<file path="config.mk">
export PLATFORM = sky130hd
export DESIGN_NAME = morse_decoder
export DESIGN_NICKNAME = d
export VERILOG_FILES = /design/src/rtl/morse_decoder.sv
export SDC_FILE = /design/constraint.sdc
export NUM_CORES = 1
export LEC_CHECK = 0
export ABC_CLOCK_PERIOD_IN_PS = 2400
export CORE_MARGIN = 2
export CORE_UTILIZATION = 55
export CTS_CLUSTER_DIAMETER = 200
export DETAILED_ROUTE_END_ITERATION = 16
export MAX_ROUTING_LAYER = met4
export PLACE_DENSITY_LB_ADDON = 0.08
export REMOVE_ABC_BUFFERS = 1
export SLEW_MARGIN = 20
export SYNTH_ARGS = -nofsm -noshare
export SYNTH_HDL_FRONTEND = slang
export SYNTH_SLANG_ARGS = --single-unit
</file>
<file path="constraint.sdc">
create_clock -name clock -period 2.4 [get_ports clock]
set_clock_uncertainty 0.05 [all_clocks]
set_input_delay 0.48 -clock clock [delete_from_list [all_inputs] [get_ports clock]]
set_output_delay 0.48 -clock clock [all_outputs]
set_load 0.01 [all_outputs]
</file>
<file path="src/rtl/morse_decoder.sv">
// Serial Morse symbol decoder: captures a left-aligned symbol word until a run of
// GAP_LEN zero ticks (or 16 symbols), then looks it up in a fixed 8-entry table.
module morse_decoder #(
   parameter int unsigned GAP_LEN = 3
) (
   input  logic       clock,
   input  logic       reset,
   input  logic       enable,
   input  logic       bit_in,
   output logic [2:0] letter,
   output logic       valid,
   output logic       error,
   output logic       busy
);

   typedef enum logic [1:0] {StIdle, StRecv, StDecode} state_t;

   localparam logic [3:0] GapCount = 4'(GAP_LEN);

   state_t      state_q, state_d;
   logic [15:0] capture_q, capture_d;
   logic [4:0]  bit_count_q, bit_count_d;
   logic [3:0]  zero_run_q, zero_run_d;
   logic        overflow_q, overflow_d;
   logic [2:0]  letter_q, letter_d;
   logic        valid_q, valid_d;
   logic        error_q, error_d;
   logic        match_found;
   logic [2:0]  match_code;

   function automatic logic [15:0] pattern(input logic [2:0] code);
      logic [15:0] p;
      case (code)
         3'd0:    p = 16'b1010_1000_0000_0000;
         3'd1:    p = 16'b1110_0000_0000_0000;
         3'd2:    p = 16'b1010_1110_0000_0000;
         3'd3:    p = 16'b1010_1011_1000_0000;
         3'd4:    p = 16'b1011_1011_1000_0000;
         3'd5:    p = 16'b1110_1010_1110_0000;
         3'd6:    p = 16'b1110_1010_1110_0000;
         default: p = 16'b1110_1011_1011_1000;
      endcase
      return p;
   endfunction

   // Scan downwards so the lowest matching code is the one left standing.
   always_comb begin
      match_found = 1'b0;
      match_code  = 3'd0;
      for (int i = 7; i >= 0; i--) begin
         if (capture_q == pattern(3'(i))) begin
            match_found = 1'b1;
            match_code  = 3'(i);
         end
      end
   end

   always_comb begin
      state_d     = state_q;
      capture_d   = capture_q;
      bit_count_d = bit_count_q;
      zero_run_d  = zero_run_q;
      overflow_d  = overflow_q;
      letter_d    = letter_q;
      valid_d     = 1'b0;
      error_d     = 1'b0;
      case (state_q)
         StIdle: begin
            if (enable && bit_in) begin
               capture_d   = 16'h8000;
               bit_count_d = 5'd1;
               zero_run_d  = 4'd0;
               overflow_d  = 1'b0;
               state_d     = StRecv;
            end
         end
         StRecv: begin
            if (enable) begin
               capture_d[4'd15 - bit_count_q[3:0]] = bit_in;
               bit_count_d = bit_count_q + 5'd1;
               zero_run_d  = bit_in ? 4'd0 : zero_run_q + 4'd1;
               // A gap completing on the 16th symbol is a normal letter end.
               if (zero_run_d == GapCount) begin
                  state_d    = StDecode;
                  overflow_d = 1'b0;
               end else if (bit_count_d == 5'd16) begin
                  state_d    = StDecode;
                  overflow_d = 1'b1;
               end
            end
         end
         StDecode: begin
            state_d = StIdle;
            if (match_found && !overflow_q) begin
               letter_d = match_code;
               valid_d  = 1'b1;
            end else begin
               error_d = 1'b1;
            end
         end
         default: state_d = StIdle;
      endcase
   end

   always_ff @(posedge clock) begin
      if (reset) begin
         state_q     <= StIdle;
         capture_q   <= 16'd0;
         bit_count_q <= 5'd0;
         zero_run_q  <= 4'd0;
         overflow_q  <= 1'b0;
         letter_q    <= 3'd0;
         valid_q     <= 1'b0;
         error_q     <= 1'b0;
      end else begin
         state_q     <= state_d;
         capture_q   <= capture_d;
         bit_count_q <= bit_count_d;
         zero_run_q  <= zero_run_d;
         overflow_q  <= overflow_d;
         letter_q    <= letter_d;
         valid_q     <= valid_d;
         error_q     <= error_d;
      end
   end

   assign letter = letter_q;
   assign valid  = valid_q;
   assign error  = error_q;
   assign busy   = (state_q != StIdle);

endmodule
</file>
Word-level counts from Yosys, hierarchy flattened

Cells that the tools add are included.

Word-level logic and storage cells: 79
Register bits after elaboration: 33
Output and inout port bits: 6
Bits of input ports: 4

Equal/unequal tests: 14
Bitwise gates (word level): 1
Add/sub/neg operators: 3
Reduce and logical (&&, ||, !) cells: 12
Magnitude comparators: 2
Muxes and demuxes: 39

Operators with widths:

| cell                                                 | count |
|---|---|
| equality test 16 bit (second input constant)         | 7 |
| 2-to-1 mux 16 bit                                    | 2 |
| one-hot mux 16 bit (2 select lines)                  | 1 |
| 2-to-1 mux 3 bit                                     | 7 |
| bitwise mux 16 bit                                   | 1 |
| 2-to-1 mux 1 bit                                     | 14 |
| 2-to-1 mux 4 bit                                     | 3 |
| 2-to-1 mux 5 bit                                     | 2 |
| one-hot mux 5 bit (2 select lines)                   | 1 |
| 2-to-1 mux 2 bit                                     | 4 |
| one-hot mux 4 bit (2 select lines)                   | 1 |
| AND reduction 3 bit                                  | 2 |
| adder 5 x 1 -> 5 bit (second input constant)         | 1 |
| equality test 5 bit (second input constant)          | 1 |
| < comparator 4 x 5 -> 1 bit (second input constant)  | 1 |
| adder 4 x 1 -> 4 bit (second input constant)         | 1 |
| demux 1 bit (select 4 bit)                           | 1 |
| equality test 4 x 2 -> 1 bit (second input constant) | 1 |
| >= comparator 4 x 1 -> 1 bit (second input constant) | 1 |
| inequality test 2 bit (second input constant)        | 2 |
| one-hot mux 2 bit (2 select lines)                   | 1 |
| AND reduction 4 bit                                  | 1 |
| nonzero test 2 bit                                   | 2 |
| subtractor 4 bit (first input constant)              | 1 |
| 10 further kinds                                     | 12 |

Logic depth before layout (Yosys ltp)

Gate-level depths: netlist of run 1.

Word-level depth: 10
Gate-level depth with buffers: 6
Depth with buffers taken out: 6

Least setup slack after synthesis of run 1

Ideal clock, no wire load.

Kind: flip-flop to flip-flop
From: register capture_q[0]
To: register valid_q, in the netlist valid
Path buffers: 0
Setup time: 103 ps
Data required time: 2,247 ps
Cell stages (with the launch flop): 6
Clock period less this slack: 1,990 ps
Arrival: 1,837 ps
Slack: 410 ps
Cells stage by stage: dfxtp_1 or3_1 or4_4 a21o_1 and3_4 a2111oi_2

Word-level cells in the longest chain between the ends: 10
Elaborated cells between the ends (all ways): 16
Those cells by class: 7 x eq/ne; 8 x mux; 1 x reduce/logical

Ends and longest elaborated chain:

| what                           | RTL line | text |
|---|---|---|
| from (decl)                    | 21       | `logic [15:0] capture_q, capture_d;` |
| from (signal assigned)         | 117      | `capture_q <= capture_d;` |
| equality test 16 bit           | 51       | `if (capture_q == pattern(3'(i))) begin` |
| 2-to-1 mux 1 bit (6 in series) | 51       |  |
| 2-to-1 mux 1 bit *             | 51       |  |
| logical AND 1 bit *            | 94       | `if (match_found && !overflow_q) begin` |
| 2-to-1 mux 1 bit *             | 94       |  |
| to (signal assigned)           | 122      | `valid_q <= valid_d;` |
| to (decl)                      | 26       | `logic valid_q, valid_d;` |

Every way passes the cells marked *; elsewhere a longest branch is shown, timed or not.
A chain may end at the register's enable or synchronous reset.

Worst setup path after layout of run 1

From: register capture_q[3]
To: register valid_q, in the netlist valid

Same word-level chain as after synthesis.

==> results of run 1 <==
## layout make-up
cell class,count,share of cell area (%)
clock inverters,1,1.52
clock buffers,7,2.78
flip-flops and latches,33,33.4
repair buffers,15,6.84
inverters,6,1.14
well taps,44,2.78
multi-input cells,175,51.5
## where the power goes
part           total [mW]  internal (mW)  switching [mW]
registers           0.564          0.555         0.00936
logic               0.123         0.0453          0.0779
clock network       0.442          0.249           0.193
## cells in the mapped netlist (2+ instances only)
cell type  count
clkbuf_2       2
a211oi_1       2
or2_2          3
nor2_1        16
nand3b_1       2
nor4b_1        2
nand2_1       26
nand4_1        4
inv_1          6
nand3_1        5
mux2i_1        2
a31oi_1        4
nand2b_1       3
nor3_1        10
o21ai_0       19
or3_1          3
clkbuf_1      10
and3_1         2
dfxtp_1       33
nor2b_1        6
a21oi_1       36
ha_1           5
## per-stage QoR
stage	total power [mW]	cells	hold WS, ns
6_report	1.13	281	0.407
5_1_grt	1.18	281	0.428
4_1_cts	1.13	281	0.408
3_5_place_dp	0.697	273	0.393
3_3_place_gp	0.691	273	0.385
2_1_floorplan	0.642	214	0.385
## worst register-to-register path: stages (launching register included)
cell and delay (ns):
dfxtp_1 0.36, or4_1 0.53, nor4_1 0.33, nand2_1 0.22, and3_4 0.24, a2111oi_2 0.37
## flip-flops by register name, summed over array words and instances, names as in the netlist
register	count
overflow_q	1
bit_count_q	5
capture_q	16
state_q	2
valid	1
letter	3
error	1
zero_run_q	4
## kinds of logic after synthesis
kind of cell               Yosys count  share of synthesized area, %
AOI/OAI and AO/OA                   74                          24.6
xor gates and xnor gates             2                         0.999
adders and majority gates            5                          3.57
buffers and inverters               19                          4.21
DFF                                 33                          37.7
muxes                                2                          1.14
and+or+nand+nor                     92                          27.8
## worst min-delay path by stage
stage                                       to  depth (start not counted)
finish                  letter[0]$_SDFFE_PP0P_                          2
global route            letter[0]$_SDFFE_PP0P_                          2
CTS                     letter[0]$_SDFFE_PP0P_                          2
detailed placement      letter[0]$_SDFFE_PP0P_                          2
global placement        letter[0]$_SDFFE_PP0P_                          2
floorplan           zero_run_q[3]$_SDFFE_PP0P_                          1
## layer usage
layer  vias to the layer above  share of wire, %  global-route usage (%)
met2                        71                48                    45.8
met5                         -                 0                       -
met1                       831                44                    37.0
li1                        840                 -                       -
met3                        12               5.9                    8.53
met4                         0               2.0                    10.6
==> run_results.csv, run 1 <==
group,metric,value,unit
synthesis,synth_flop_cell,"dfxtp_1",
cts,clock_latency,0.34,ns
layout,antenna_cells,0,
cts,cts_buffers,5,
sta,rsz0062_at_grt,"false",
floorplanning,start_util,57.4,%
global_route,grt_first_pass_wirelength,7.79,mm
sta,drv_slew,0,
global_route,grt_max_degree,16,
placement,dp_hpwl,3.11,mm
worst_setup_path,rr_worst_depth,5,
layout,area_delta_synth_final,12.8,%
global_route,grt_overflow,0,
route,drt_iter0_drc,130,
worst_setup_path,critPathCaptureType,"register",
worst_setup_path,crit_arrival,2.39,ns
worst_setup_path,ff2ff_setup_slack,0.19,ns
sta,slew_headroom,64.1,%
cts,post_cts.repair.setup_buffers,0,
placement,placed_area,1890,um^2
global_route,grt_usage,29.6,%
sta,fin_ws,0.188,ns
cts,ctsResizeCount,0,
layout,final_common_cell,"a21oi_1",
worst_setup_path,crit_required,2.58,ns
placement,gp_congestion,0.888,
worst_setup_path,r2r_end,"valid$_SDFF_PP0_",
route,drcViolationCount,0,
synthesis,synth_top_area_cell,"dfxtp_1",
sta,final.period_utilization,92.2,%
global_route,first_global_vias,1687,
synthesis,netlist-cell-type-count,48,
flow_run,maxCapViolations,0,
synthesis,ys_seq_elements,33,
worst_setup_path,critPathTopFamily,"simple AND/OR/NAND/NOR gates",
layout,drive_gt1_share,8.86,%
pwr,max-vdd-ir-drop,0.000358,V
pwr,power.density,571,nW/um^2
worst_setup_path,critPathKind,"register to register",
floorplanning,coreArea,3050,um^2
cts,cts.path.max_buffers,2,
layout,ff_latch_area,661,um^2
layout,multiInputGateArea,1020,um^2
sta,final.setup.tns,0,ns
worst_setup_path,start_kind,"register",
sta,finalHoldViolCount,0,
worst_setup_path,critical_path_buf_inv_count,0,
floorplanning,io_pins,10,
worst_setup_path,path_cells,"or4_1 > nor4_1 > nand2_1 > and3_4 > a2111oi_2",
layout,fillers,269,
route,vias_per_cell,6.24,
worst_setup_path,max_stage_delay,0.53,ns
layout,layout_common_cells,"36 x a21oi_1, 33 x dfxtp_1, 26 x nand2_1",
pwr,p_leak,0.679,nW
status,status,"finished, final reports clean",
synthesis,synth_warnings,0,
synthesis,synth_area_leaders,"dfxtp_1 38%, a21oi_1 10%, nand2_1 5.6%, o21ai_0 5.4%, ha_1 3.6%",
worst_setup_path,path_max_fanout,4,
placement,portBuffers,9,
global_route,antenna_found_initial,0,
worst_setup_path,cp-startpoint,"capture_q[3]$_SDFFE_PP0P_",
route,ant_nets,0,
worst_hold_path,holdCritStartpoint,"letter[0]$_SDFFE_PP0P_",
sta,timing.final.crit_period,2.21,ns
floorplanning,dieArea,3650,um^2
worst_hold_path,hold_path_class,"register to register",
cts,clkTransAtPathRegs,0.11,ns
synthesis,netlist_area,1750,um^2
cts,cts_max_level,2,
floorplanning,die-width,60.5,um
worst_setup_path,crit_slowest_cell,"or4_1",
cts,cts_tree,"done",
layout,postLayoutCoreUtil,64.8,%
cts,cts_hold_buf,0,
cts,cts_root_buf,"clkbuf_4",
sta,tightestPinTransition,0.537,ns
layout,nets,245,
worst_setup_path,crit-reg2reg-launch,"capture_q[3]$_SDFFE_PP0P_",
route,via_count,1754,
route,drt_first_pass_iters,5,
synthesis,syn_inst,227,
sta,setup_violations,0,
placement,dpl_worst_slack,0.102,ns
floorplanning,die_h,60.5,um
route,drt-total-wl,4.52,mm
layout,final_cell_area,1980,um^2
worst_setup_path,cp-endpoint,"valid$_SDFF_PP0_",
synthesis,synth_edf_count,0,
synthesis,ys_seq_area_share,37.7,%
synthesis,postSynthAreaPerCell,7.72,um^2
sta,fmax,452,MHz
worst_setup_path,path_depth,5,
cts,cts_sinks,33,
route,wl_per_cell,16.1,um
synthesis,yosys.area.top_type_share,37.7,%
synthesis,async_flop_share,0,%
floorplanning,rows,20,
(Power assumes the default switching activity.)
==> run 2: changes to the inputs <==
--- a/config.mk
+++ b/config.mk
@@ -9,7 +9,9 @@
 export CORE_MARGIN = 2
 export CORE_UTILIZATION = 55
 export CTS_CLUSTER_DIAMETER = 200
+export CTS_CLUSTER_SIZE = 14
 export DETAILED_ROUTE_END_ITERATION = 16
+export GPL_TIMING_DRIVEN = 1
 export MAX_ROUTING_LAYER = met4
 export PLACE_DENSITY_LB_ADDON = 0.08
 export REMOVE_ABC_BUFFERS = 1
==> results of run 2 <==
Same layout as run 1: the final DEF is identical, and so are final timing and power.
==> run 3: changes to the inputs <==
--- a/config.mk
+++ b/config.mk
@@ -11,6 +11,7 @@
 export CTS_CLUSTER_DIAMETER = 200
 export CTS_CLUSTER_SIZE = 14
 export DETAILED_ROUTE_END_ITERATION = 16
+export GPL_ROUTABILITY_DRIVEN = 0
 export GPL_TIMING_DRIVEN = 1
 export MAX_ROUTING_LAYER = met4
 export PLACE_DENSITY_LB_ADDON = 0.08
==> results of run 3 <==
Same layout as run 1: the final DEF is identical, and so are final timing and power.
